[src/rtl/hazard_stall_ctrl.sv]
// Hazard controller for the 5-stage pipeline. It drives the per-register stall/bubble
// controls and the PC hold/redirect, and counts the cycles in which the PC is held.
//
// state      | meaning
// -----------+---------------------------------------------------------------
// ST_RUN     | normal flow; a new memory access in MEM stalls this cycle
// ST_MEMWAIT | multi-cycle access in flight, wait_q counts remaining stall cycles
// ST_MEMDONE | data returns; the access advances and the pipeline is released
module hazard_stall_ctrl #(
    parameter int MEM_LAT = 2,
    parameter int CNT_W   = 32
) (
    input  logic             clk,
    input  logic             nrst,
    input  logic [4:0]       i_IFID_RS,
    input  logic [4:0]       i_IFID_RT,
    input  logic             i_IFID_UsesRT,
    input  logic             i_IDEX_MemRead,
    input  logic [4:0]       i_IDEX_RegAddrW,
    input  logic             i_EXMEM_Branch,
    input  logic             i_EXMEM_Zero,
    input  logic             i_EXMEM_MemRead,
    input  logic             i_EXMEM_MemWrite,
    output logic             o_PC_stall,
    output logic             o_PC_sel_branch,
    output logic             o_IFID_stall,
    output logic             o_IFID_bubble,
    output logic             o_IDEX_stall,
    output logic             o_IDEX_bubble,
    output logic             o_EXMEM_stall,
    output logic             o_EXMEM_bubble,
    output logic             o_MEMWB_stall,
    output logic             o_MEMWB_bubble,
    output logic [1:0]       o_state,
    output logic [CNT_W-1:0] o_stall_cnt
);

    typedef enum logic [1:0] {
        ST_RUN     = 2'd0,
        ST_MEMWAIT = 2'd1,
        ST_MEMDONE = 2'd2
    } state_t;

    // The wait counter only has to hold MEM_LAT-1, the first stall cycle is spent in ST_RUN.
    localparam int                WAIT_W    = (MEM_LAT < 2) ? 1 : $clog2(MEM_LAT);
    localparam logic [WAIT_W-1:0] WAIT_INIT = WAIT_W'((MEM_LAT > 1) ? (MEM_LAT - 1) : 0);
    localparam logic [WAIT_W-1:0] WAIT_ONE  = WAIT_W'(1);
    localparam logic              MEM_EN    = (MEM_LAT != 0);
    localparam logic              MULTI_CYC = (MEM_LAT > 1);

    state_t            state_q;
    state_t            state_d;
    logic [WAIT_W-1:0] wait_q;
    logic [WAIT_W-1:0] wait_d;
    logic [CNT_W-1:0]  stall_cnt_q;

    logic memreq;
    logic memstall;
    logic taken;
    logic loaduse;
    logic rs_match;
    logic rt_match;

    assign memreq   = (i_EXMEM_MemRead | i_EXMEM_MemWrite) & MEM_EN;
    assign memstall = ((state_q == ST_RUN) & memreq) | (state_q == ST_MEMWAIT);
    assign taken    = i_EXMEM_Branch & i_EXMEM_Zero;

    // $zero is never a real producer, so a load targeting it cannot create a hazard.
    assign rs_match = (i_IDEX_RegAddrW == i_IFID_RS);
    assign rt_match = i_IFID_UsesRT & (i_IDEX_RegAddrW == i_IFID_RT);
    assign loaduse  = i_IDEX_MemRead & (i_IDEX_RegAddrW != 5'd0) & (rs_match | rt_match);

    always_ff @(posedge clk or negedge nrst) begin
        if (!nrst) begin
            state_q <= ST_RUN;
            wait_q  <= '0;
        end else begin
            state_q <= state_d;
            wait_q  <= wait_d;
        end
    end

    always_comb begin
        state_d = state_q;
        wait_d  = wait_q;
        case (state_q)
            ST_RUN: begin
                if (memreq) begin
                    if (MULTI_CYC) begin
                        state_d = ST_MEMWAIT;
                        wait_d  = WAIT_INIT;
                    end else begin
                        state_d = ST_MEMDONE;
                    end
                end
            end
            ST_MEMWAIT: begin
                wait_d = wait_q - WAIT_ONE;
                if (wait_q <= WAIT_ONE) begin
                    state_d = ST_MEMDONE;
                    wait_d  = '0;
                end
            end
            ST_MEMDONE: begin
                state_d = ST_RUN;
            end
            default: begin
                state_d = ST_RUN;
                wait_d  = '0;
            end
        endcase
    end

    // Outputs are forced low while reset is held so an abandoned access releases at once.
    always_comb begin
        o_PC_stall      = 1'b0;
        o_PC_sel_branch = 1'b0;
        o_IFID_stall    = 1'b0;
        o_IFID_bubble   = 1'b0;
        o_IDEX_stall    = 1'b0;
        o_IDEX_bubble   = 1'b0;
        o_EXMEM_stall   = 1'b0;
        o_EXMEM_bubble  = 1'b0;
        o_MEMWB_stall   = 1'b0;
        o_MEMWB_bubble  = 1'b0;
        if (!nrst) begin
            o_PC_stall = 1'b0;
        end else if (memstall) begin
            o_PC_stall     = 1'b1;
            o_IFID_stall   = 1'b1;
            o_IDEX_stall   = 1'b1;
            o_EXMEM_stall  = 1'b1;
            o_MEMWB_bubble = 1'b1;
        end else if (taken) begin
            o_PC_sel_branch = 1'b1;
            o_IFID_bubble   = 1'b1;
            o_IDEX_bubble   = 1'b1;
            o_EXMEM_bubble  = 1'b1;
        end else if (loaduse) begin
            o_PC_stall    = 1'b1;
            o_IFID_stall  = 1'b1;
            o_IDEX_bubble = 1'b1;
        end
    end

    always_ff @(posedge clk or negedge nrst) begin
        if (!nrst) begin
            stall_cnt_q <= '0;
        end else if (o_PC_stall && (stall_cnt_q != {CNT_W{1'b1}})) begin
            stall_cnt_q <= stall_cnt_q + CNT_W'(1);
        end
    end

    assign o_state     = state_q;
    assign o_stall_cnt = stall_cnt_q;

endmodule

[config.mk]
export PLATFORM = sky130hd
export DESIGN_NAME = hazard_stall_ctrl
export DESIGN_NICKNAME = d
export VERILOG_FILES = /design/src/rtl/hazard_stall_ctrl.sv
export SDC_FILE = /design/constraint.sdc
export NUM_CORES = 1
export LEC_CHECK = 0
export CAP_MARGIN = 40
export CORE_UTILIZATION = 48
export DETAILED_ROUTE_END_ITERATION = 12
export PLACE_DENSITY_LB_ADDON = 0.25
export SYNTH_ARGS = -nofsm -noshare
export SYNTH_HDL_FRONTEND = slang
export SYNTH_SLANG_ARGS = --single-unit
[constraint.sdc]
create_clock -name clk -period 7.35 [get_ports clk]
set_input_delay 2.205 -clock clk [delete_from_list [all_inputs] [get_ports clk]]
set_output_delay 2.205 -clock clk [all_outputs]
set_load 0.02 [all_outputs]
* Word level (Yosys, flattened, before mapping)
Cells that the tools add are included.
** Storage, ports and cells
- Register bits :: 35
- Bits of input ports :: 23
- Output and inout bits :: 44
- Logic and storage cells :: 45
** Operators by class
- Add/sub/neg operators :: 2
- Order comparisons :: 1
- Equal/unequal tests :: 7
- Muxes and demuxes :: 18
- Bitwise logic cells :: 9
- Reductions and logical operators :: 5
** Operator list (count)
- 32-bit by 1-bit adder with 32-bit output, second input constant :: 1
- 32-bit inequality test, second input constant :: 1
- 1-bit 2-to-1 mux :: 14
- 5-bit equality test :: 2
- 1-bit bitwise AND :: 5
- 5-bit nonzero test :: 1
- 2-bit 2-to-1 mux :: 2
- 2-bit case mux with 2 select lines :: 1
- 2-bit AND reduction :: 2
- 1-bit bitwise OR :: 3
- 1-bit case mux with 3 select lines :: 1
- 2-bit by 1-bit equality test with 1-bit output, second input constant :: 1
- 2-bit equality test, second input constant :: 1
- 2-bit logical NOT :: 1
- 2-bit by 1-bit inequality test with 1-bit output, second input constant :: 1
- 2-bit inequality test, second input constant :: 1
- 1-bit less-or-equal comparator, second input constant :: 1
- 1-bit logical AND :: 1
- 1-bit NOT :: 1
- 1-bit subtractor, second input constant :: 1

* Logic depth before layout (Yosys ltp)
Gate-level depths: netlist (run 1).
- Depth after elaboration :: 9
- Mapped depth :: 9
- Mapped depth without buffers :: 7

* Worst setup path before layout (run 1)
OpenSTA, ideal clock, no wires.
- Path kind :: input to output
- Start point :: input i_EXMEM_MemWrite
- End point :: output o_PC_stall
- Data arrival time :: 3.576 ns
- Required time :: 5.145 ns
- Setup slack :: 1.569 ns
- Stages :: 4
- Path buffers :: 1
- Cell sequence :: nor3_1 -> nor3b_1 -> a21o_1 -> buf_4
** Between the ends
- Word-level cells in the longest chain between the ends :: 5
** Ends and longest elaborated chain
- start: declaration :: line 23 : input logic i_EXMEM_MemWrite,
- 1-bit bitwise OR :: line 64 : assign memreq = (i_EXMEM_MemRead | i_EXMEM_MemWrite) & MEM_EN;
- 1-bit bitwise AND :: line 65 : assign memstall = ((state_q == ST_RUN) & memreq) | (state_q == ST_MEMWAIT);
- 1-bit bitwise OR :: line 65
- 1-bit 2-to-1 mux (2 in a row)
- end: declaration :: line 24 : output logic o_PC_stall,
Every way passes these cells.

* Final worst setup path (run 1)
- Start point :: input i_IDEX_RegAddrW[0]
- End point :: output o_IFID_stall
** Between the ends
- Word-level cells in the longest chain between the ends :: 8
- Elaborated cells between the ends (all ways) :: 11
- Those cells by class :: eq/ne: 2; mux: 4; bitwise: 4; reduce/logical: 1
** Ends and longest elaborated chain
- start: declaration :: line 19 : input logic [4:0] i_IDEX_RegAddrW,
- 5-bit equality test :: line 70 : assign rt_match = i_IFID_UsesRT & (i_IDEX_RegAddrW == i_IFID_RT);
- 1-bit bitwise AND :: line 70
- 1-bit bitwise OR :: line 71 : assign loaduse = i_IDEX_MemRead & (i_IDEX_RegAddrW != 5'd0) & (rs_match | rt_match);
- 1-bit bitwise AND (*) :: line 71
- 1-bit 2-to-1 mux (*) :: line 139 : end else if (loaduse) begin
- 1-bit 2-to-1 mux (*) :: line 134 : end else if (taken) begin
- 1-bit 2-to-1 mux (*) :: line 128 : end else if (memstall) begin
- 1-bit 2-to-1 mux (*) :: line 126 : if (!nrst) begin
- end: declaration :: line 26 : output logic o_IFID_stall,
Mark *: on every way between the ends. The rest lies on a longest branch, timed or not.

==> flow_summary.ini, run 1 <==
[clocking]
cts_root_buffer = clkbuf_8
path_clk_slew_ps = 60
cts_made_buffers = 5
clk-insertion-delay-late_ps = 280
htree_num_levels = 2
clock_sinks = 34
cts_resized = 0
post-cts-setup-buffer-count = 0
cts_buffer_depth = 2
cts_tree = built
cts_hold_buf = 0

[sta]
fin_tns_setup_ps = 0
slew_headroom_pct = 49.88
fin_crit_sh_pct = 88.28
max_freq_mhz = 154.1
setup_violations = 0
rsz0062_at_grt = no
fin_crit_ps = 6489
hold_violations = 0
hold_ws_ps = 475.1
finClkSkew_ps = 5.286
drv_slew = 0
tightest_slew_ps = 750.1

[placement]
dp_hpwl_um = 3043
gp_congestion = 0.7913
io_buffers = 65
place_area_sq_um = 2495

[layout]
nets = 277
n_antenna_cell = 0
final_layout_size_suffix_gt1_share_pct = 5.512
design_area_sq_um = 2586
syn2layout_area_growth_pct = 40.04
fillers = 292

[floorplan]
die_y_um = 64.03
coreArea_sq_um = 3689
rows = 22
io_pins = 67
dieWidth_um = 64.03
initial_core_util_pct = 50.07
dieArea_sq_um = 4099

[critical_path]
endpoint_kind = primary output
worstPathMaxFanout = 3
reg2reg_from = o_stall_cnt[0]
worstSetupStartpoint = i_IDEX_RegAddrW[0]
crit_arrival_ps = 4280
required_ps = 5140
criticalPathCategory = in2out
cp-start-kind = input pin

[synthesis]
synth.cell_area_sq_um = 1847
yosys-top-cells-area = dfrtp_1 (46%), xor2_1 (10%), xnor2_1 (9.5%)
avgSynthCellArea_sq_um = 9.771
ys_seq_elements = 34
yosys.area.top_type_share_pct = 46.07
yosysTopAreaCell = dfrtp_1
synth_cell_type_count = 32
synth_seq_area_share_pct = 46.07
synth_fp_nets = 213
ys.warnings.count = 0
synth_cells = 189

[routing]
ant_nets = 0
via_per_inst = 5.288
wl_per_cell_um = 13.56
firstDrtPassIters = 4
num_vias = 1597
drtIter0Drc = 64
drc_errors = 0
wl_um = 4095

[hold_path]
hold_path.class = reg2reg
hp-start = o_state[0]

[global_routing]
grt_max_degree = 37
track_usage_pct = 22.12
antenna_found_initial = 0
grt_pass1_wl_um = 7113
grt_pass1_vias = 1603
overflow = 0

[power]
p_leak_uw = 0.001098
power_density_nw_per_um2 = 216.4
peakVddDrop_mv = 0.1915

[status]
status = complete, no violations

[run]
maxCapViolCount = 0
[worst max-delay path, stage by stage]
cell	delay (ps)
clkdlybuf4s50_1	470
or4_1	590
o2111a_1	290
a21o_1	190
clkdlybuf4s50_1	530
[sequential cells by signal, summed over array words and instances, names as in the netlist]
| name | flops |
|---|---|
| o_stall_cnt | 32 |
| o_state | 2 |
[path summary, 6_finish.rpt]
path,cells after the start,to,slack (ps)
max in group asynchronous,2,o_state[0],4650
worst min-delay path,1,o_state[0],480
min in group asynchronous,2,o_stall_cnt[24],2390
worst max register to register,7,o_stall_cnt[1],4860
worst max-delay path,5,o_IFID_stall,860
worst min register to register,1,o_state[0],480
[cell usage after synthesis]
cell type / n
nand2_1: 12
xor2_1: 21
and3_1: 1
o22ai_1: 1
o21ai_0: 1
or2_2: 4
dfrtp_1: 34
a31oi_1: 1
or4_1: 4
nor3b_1: 2
buf_2: 2
nor4b_1: 2
o2111a_1: 1
inv_1: 8
nand3_1: 11
nor3_1: 18
nor4_1: 3
conb_1: 1
or3_1: 2
nor2b_1: 1
a21oi_1: 1
nand4_1: 9
o32a_1: 1
o211ai_1: 1
buf_4: 6
o21ai_2: 1
buf_6: 2
a21o_1: 1
nor2_1: 15
ha_1: 1
xnor2_1: 20
mux2_1: 1
[power by group]
part           internal, uW  leakage [uW]  total [uW]  switching, uW
clock                  75.5     0.0000482         140           64.4
sequential              210      0.000428         237           27.1
combinational          90.6      0.000623         183           92.0
[stage by stage]
stage               std cells  utilization, %  power [uW]  setup slack [ps]
CTS                       302           70.12       565.2             841.0
floorplan                 189               -       340.4              1569
finish                    302           70.12       559.6             861.2
detailed placement        294           67.64       423.9             843.3
global placement          294           67.64       420.9             899.5
global route              302           70.12       588.8             700.4
[per-layer routing]
metal	GRT usage [%]	routed length, um	share of wire (%)	vias to the layer above
met5	0	0	0	-
met4	5.398	36	0.88	0
met3	4.821	202	4.9	8
met1	26.04	1794	44	771
li1	-	-	-	769
met2	40.43	2061	50	49
[cell usage in the layout, fill, tap and decap left out, drive strengths merged]
cell           Yosys  routed
clkdlybuf4s50      0      65
dfrtp             34      34
xor2              21      21
xnor2             20      20
nor3              18      18
nor2              15      15
nand2             12      12
nand3             11      11
nand4              9       9
inv                8       8
clkbuf             0       7
or4                4       4
or2                4       4
nor4               3       3
nor3b              2       2
or3                2       2
nor4b              2       2
buf               10       2
o21ai              2       2
o22ai              1       1
o2111a             1       1
a21o               1       1
o211ai             1       1
a21oi              1       1
o32a               1       1
nor2b              1       1
and3               1       1
mux2               1       1
a31oi              1       1
ha                 1       1
conb               1       1
clkinv             0       1
[area by class of cell]
cell class                 instances  area [sq um]  area share, %
inverter                           8         30.03          1.161
multi-input combinational        137         888.4          34.35
clock buffer                       7         86.33          3.338
tap                               48         60.06          2.322
clock inverter                     1         5.005         0.1935
timing repair buffer              67         665.6          25.74
sequential                        34         850.8          32.90
[cells by family (layout without fill, tap and decap cells)]
group	Yosys count	after routing	synth area share, %
AO/OA/AOI/OAI	9	9	3.659
other	1	1	0.2031
buffers and inverters	18	83	5.826
AND/OR/NAND/NOR	84	84	23.51
adder cells (fa/ha/maj)	1	1	0.6774
flip-flops	34	34	46.07
XOR/XNOR	41	41	19.44
multiplexers	1	1	0.6097
No activity file was read; power rests on OpenSTA's default activity.
==> run 2: changes to the inputs <==
--- a/config.mk
+++ b/config.mk
@@ -6,6 +6,7 @@
 export NUM_CORES = 1
 export LEC_CHECK = 0
 export CAP_MARGIN = 40
+export CORE_MARGIN = 4
 export CORE_UTILIZATION = 48
 export DETAILED_ROUTE_END_ITERATION = 12
 export PLACE_DENSITY_LB_ADDON = 0.25
==> run 2 against run 1 <==
  * First-iteration DRC count shrank 11%
  * Flip-flop and latch count is the same
  * Sequential power about the same
  * Design area up 1.2%
  * Worst hold slack improved by 14 ps
  * Die area rose by 20%
  * Routed wire length rose by 2.1%
  * Critical path type unchanged
  * Largest power group unchanged
==> flow_summary.ini, run 2 (same netlist as run 1, synthesis figures left out) <==
[status]
status = complete, no violations

[critical_path]
worstSetupStartpoint = i_IDEX_RegAddrW[1]
path_delay_family = buffers and inverters
endpoint_kind = primary output
cpMaxStageDelayCell = clkdlybuf4s50_1
r2r_slack_ps = 4870
crit_buf_inv = 2
reg2reg_from = o_stall_cnt[8]
required_ps = 5140
path_cells = clkdlybuf4s50_1, xnor2_1, nand4_1, o22ai_1, o211ai_1, a21oi_1, clkdlybuf4s50_1
crit_path_max_incr_delay_ps = 630
criticalPathCategory = in2out
worstPathMaxFanout = 4
crit_arrival_ps = 4290
cp-start-kind = input pin
path_common_cell = clkdlybuf4s50_1

[routing]
drtIter0Drc = 57
num_vias = 1559
ant_nets = 0
firstDrtPassIters = 4
wl_um = 4180
drc_errors = 0
via_per_inst = 5.162
wl_per_cell_um = 13.84

[clocking]
htree_num_levels = 2
cts_resized = 0
post-cts-setup-buffer-count = 0
clk-insertion-delay-late_ps = 290
cts_made_buffers = 5
cts_root_buffer = clkbuf_8
clock_sinks = 34
path_clk_slew_ps = 80
cts_tree = built
cts_hold_buf = 0
cts_buffer_depth = 2

[placement]
dp_slack_ps = 859.4
dp_hpwl_um = 3204
gp_congestion = 0.8505
io_buffers = 65

[hold_path]
hp-start = o_stall_cnt[31]
hold_path.class = reg2reg

[power]
power_uw = 595.8
peakVddDrop_mv = 0.1888
p_leak_uw = 0.001104
power_density_nw_per_um2 = 227.7

[sta]
fin_tns_setup_ps = 0
max_freq_mhz = 153.9
hold_ws_ps = 488.6
rsz0062_at_grt = no
finClkSkew_ps = 8.167
fin_crit_sh_pct = 88.41
timing.final.ws_setup_ps = 851.5
hold_violations = 0
setup_violations = 0
fin_crit_ps = 6498
slew_headroom_pct = 49.77
tightest_slew_ps = 751.8
drv_slew = 0

[layout]
final_layout_size_suffix_gt1_share_pct = 5.906
largest_reg_flops = 32
layout_commonest_cell = clkdlybuf4s50_1
syn2layout_area_growth_pct = 41.67
most-common-layout-cells = clkdlybuf4s50_1 (65), dfrtp_1 (34), xor2_1 (21), xnor2_1 (20), nor3_1 (18)
n_antenna_cell = 0
nets = 277

[floorplan]
io_pins = 67
dieArea_sq_um = 4904
dieWidth_um = 70.03
initial_core_util_pct = 50.07
rows = 22
die_y_um = 70.03
coreArea_sq_um = 3689

[global_routing]
grt_pass1_wl_um = 7452
overflow = 0
grt_max_degree = 37
grt.busiest_layer = met2
antenna_found_initial = 0
met1_usage_pct = 23.54
met3_usage_pct = 5.324
track_usage_pct = 18.55
grt_pass1_vias = 1629
grt_util_met2_pct = 30.64

[run]
maxCapViolCount = 0
## run 2: final timing paths
kind,to,cells past startpoint
hold / removal,o_stall_cnt[31],1
min in group asynchronous,o_state[1],2
max in group asynchronous,o_stall_cnt[8],2
setup reg to reg,o_stall_cnt[1],6
hold reg to reg,o_stall_cnt[31],1
setup / recovery,o_IDEX_bubble,7
## run 2: power by group
part           total [uW]  switching [uW]  internal, uW
clock                 174            72.8           101
sequential            237            27.1           210
combinational         185            93.2          91.9
total                 596             193           403
## run 2: layout make-up
cell class / count / area [sq um]
Clock inverter: 3 / 45.04
Clock buffer: 5 / 68.82
Fill cell: 289 / 1072
Multi-Input combinational cell: 137 / 888.4
Tap cell: 48 / 60.06
Inverter: 8 / 30.03
Sequential cell: 34 / 850.8
Timing Repair Buffer: 67 / 673.1
## run 2: per-stage QoR
stage	cell area [sq um]	instances	util [%]
2_1_floorplan	1847	189	-
3_3_place_gp	2487	293	67.44
6_report	2616	302	70.93
4_1_cts	2616	302	70.93
5_1_grt	2616	302	70.93
3_5_place_dp	2502	294	67.84
## run 2: per-layer routing
layer	wire [um]	vias up
met5	0	-
met3	197	7
met2	2047	40
met4	44	0
li1	-	772
met1	1890	740
==> run 3: changes to the inputs <==
--- a/config.mk
+++ b/config.mk
@@ -5,11 +5,11 @@
 export SDC_FILE = /design/constraint.sdc
 export NUM_CORES = 1
 export LEC_CHECK = 0
-export CAP_MARGIN = 40
+export CAP_MARGIN = 10
 export CORE_MARGIN = 4
 export CORE_UTILIZATION = 48
 export DETAILED_ROUTE_END_ITERATION = 12
-export PLACE_DENSITY_LB_ADDON = 0.25
+export PLACE_DENSITY = 0.84
 export SYNTH_ARGS = -nofsm -noshare
 export SYNTH_HDL_FRONTEND = slang
 export SYNTH_SLANG_ARGS = --single-unit
==> run 3 against run 2 <==
  * Clock power decreased by 19%
  * Clock skew fell by 1.7 ps
  * Critical endpoint is now o_IFID_stall
  * Fmax about the same
  * Highest routed layer unchanged
==> flow_summary.ini, run 3 (same netlist as run 1, synthesis figures left out) <==
[status]
status = complete, no violations

[sta]
fin_crit_sh_pct = 88.37
slew_headroom_pct = 27.55
fin_tns_setup_ps = 0
rsz0062_at_grt = no
max_freq_mhz = 154.0
tightest_slew_ps = 1087
fin_crit_ps = 6495
setup_violations = 0
drv_slew = 0
finClkSkew_ps = 6.466
hold_violations = 0

[clocking]
cts_buffer_depth = 2
cts_tree = built
post-cts-setup-buffer-count = 0
clock_sinks = 34
path_clk_slew_ps = 70
cts_root_buffer = clkbuf_8
cts_made_buffers = 5
cts_resized = 0
clk-insertion-delay-late_ps = 290
cts_hold_buf = 0
htree_num_levels = 2

[layout]
layout_commonest_cell = clkdlybuf4s50_1
n_antenna_cell = 0
design_area_sq_um = 2579
nets = 276
final_layout_size_suffix_gt1_share_pct = 5.138
final_util_pct = 69.91
multiInputGateArea_sq_um = 888.4
fillers = 303
regArea_sq_um = 850.8
syn2layout_area_growth_pct = 39.63
largest_reg_flops = 32
most-common-layout-cells = clkdlybuf4s50_1 (65), dfrtp_1 (34), xor2_1 (21), xnor2_1 (20), nor3_1 (18)

[floorplan]
dieWidth_um = 70.03
coreArea_sq_um = 3689
rows = 22
dieArea_sq_um = 4904
initial_core_util_pct = 50.07
io_pins = 67
die_y_um = 70.03

[critical_path]
cp-start-kind = input pin
worstPathMaxFanout = 8
path_common_cell = clkdlybuf4s50_1
path_cells = clkdlybuf4s50_1, nor3b_1, a21o_1, clkdlybuf4s50_1
crit_path_max_incr_delay_ps = 670
endpoint_kind = primary output
criticalPathCategory = in2out
crit_arrival_ps = 4290
required_ps = 5140
cpMaxStageDelayCell = nor3b_1

[power]
power.switching_uw = 186.8
p_leak_uw = 0.001094
pwr-share-seq_pct = 42.5
clockPowerShare_pct = 25.1
internal_power_uw = 374.7
power_frac_comb_pct = 32.5
power_density_nw_per_um2 = 217.8
power_uw = 561.5
peakVddDrop_mv = 0.1613
sw_frac_of_total_pct = 33.27

[routing]
via_per_inst = 5.110
drtIter0Drc = 80
ant_nets = 0
num_vias = 1538
wl_um = 4230
wl_per_cell_um = 14.05
drc_errors = 0
firstDrtPassIters = 4

[global_routing]
track_usage_pct = 18.49
grt_pass1_wl_um = 7403
grt_pass1_vias = 1553
antenna_found_initial = 0
grt_max_degree = 31
overflow = 0

[placement]
io_buffers = 65
place_area_sq_um = 2487
gp_congestion = 0.8781
dp_hpwl_um = 3240

[run]
maxCapViolCount = 0

[hold_path]
hold_path.class = reg2reg
-- run 3: cell count changes in the layout (fill, tap and decap cells not counted), sizes merged --
cell	before	now
clkinvlp	2	0
clkbuf	5	7
bufinv	1	0
buf	2	1
clkinv	0	1
-- run 3: metal layers --
metal / wire length [um] / vias up / track usage [%] / share of wire (%)
li1: - / 765 / - / -
met5: 0 / - / 0 / 0
met2: 1974 / 51 / 27.49 / 47
met3: 281 / 2 / 6.906 / 6.6
met1: 1964 / 720 / 25.27 / 46
met4: 10 / 0 / 5.106 / 0.24
-- run 3: area by class of cell --
cell class              count  share of cell area (%)
clock buffers               7                   3.348
clock inverters             1                  0.1941
inverters                   8                   1.164
multi-input cells         137                   34.45
flip-flops and latches     34                   32.99
well taps                  48                   2.329
repair buffers             66                   25.52
-- run 3: worst max-delay path, delay by kind of cell --
family | cells | cell delay (ps)
buffers and inverters | 2 | 1250
AND/OR/NAND/NOR | 1 | 670
AO/OA/AOI/OAI | 1 | 170
-- run 3: power groups by stage --
stage | combinational, uW | clock [uW] | sequential, uW
floorplan | 75.7 | 0 | 265
global placement | 180 | 0 | 240
detailed placement | 184 | 0 | 240
CTS | 184 | 145 | 238
global route | 197 | 155 | 244
finish | 182 | 141 | 238
-- run 3: final timing paths --
path / start / end / slack, ps / cells past startpoint
min in group asynchronous: nrst / o_stall_cnt[14] / 2170 / 1
setup / recovery: nrst / o_IFID_stall / 850 / 4
max in group asynchronous: nrst / o_stall_cnt[4] / 4510 / 2
setup reg to reg: o_stall_cnt[8] / o_stall_cnt[1] / 4770 / 5
hold reg to reg: o_stall_cnt[31] / o_stall_cnt[31] / 490 / 1
hold / removal: o_stall_cnt[31] / o_stall_cnt[31] / 490 / 1
-- run 3: metrics by stage --
step	hold slack [ps]	cells	setup WS (ps)
floorplan	582.7	189	1569
global placement	477.7	293	892.4
detailed placement	482.4	293	847.0
CTS	493.6	301	851.1
global route	510.6	301	652.7
finish	493.6	301	854.9
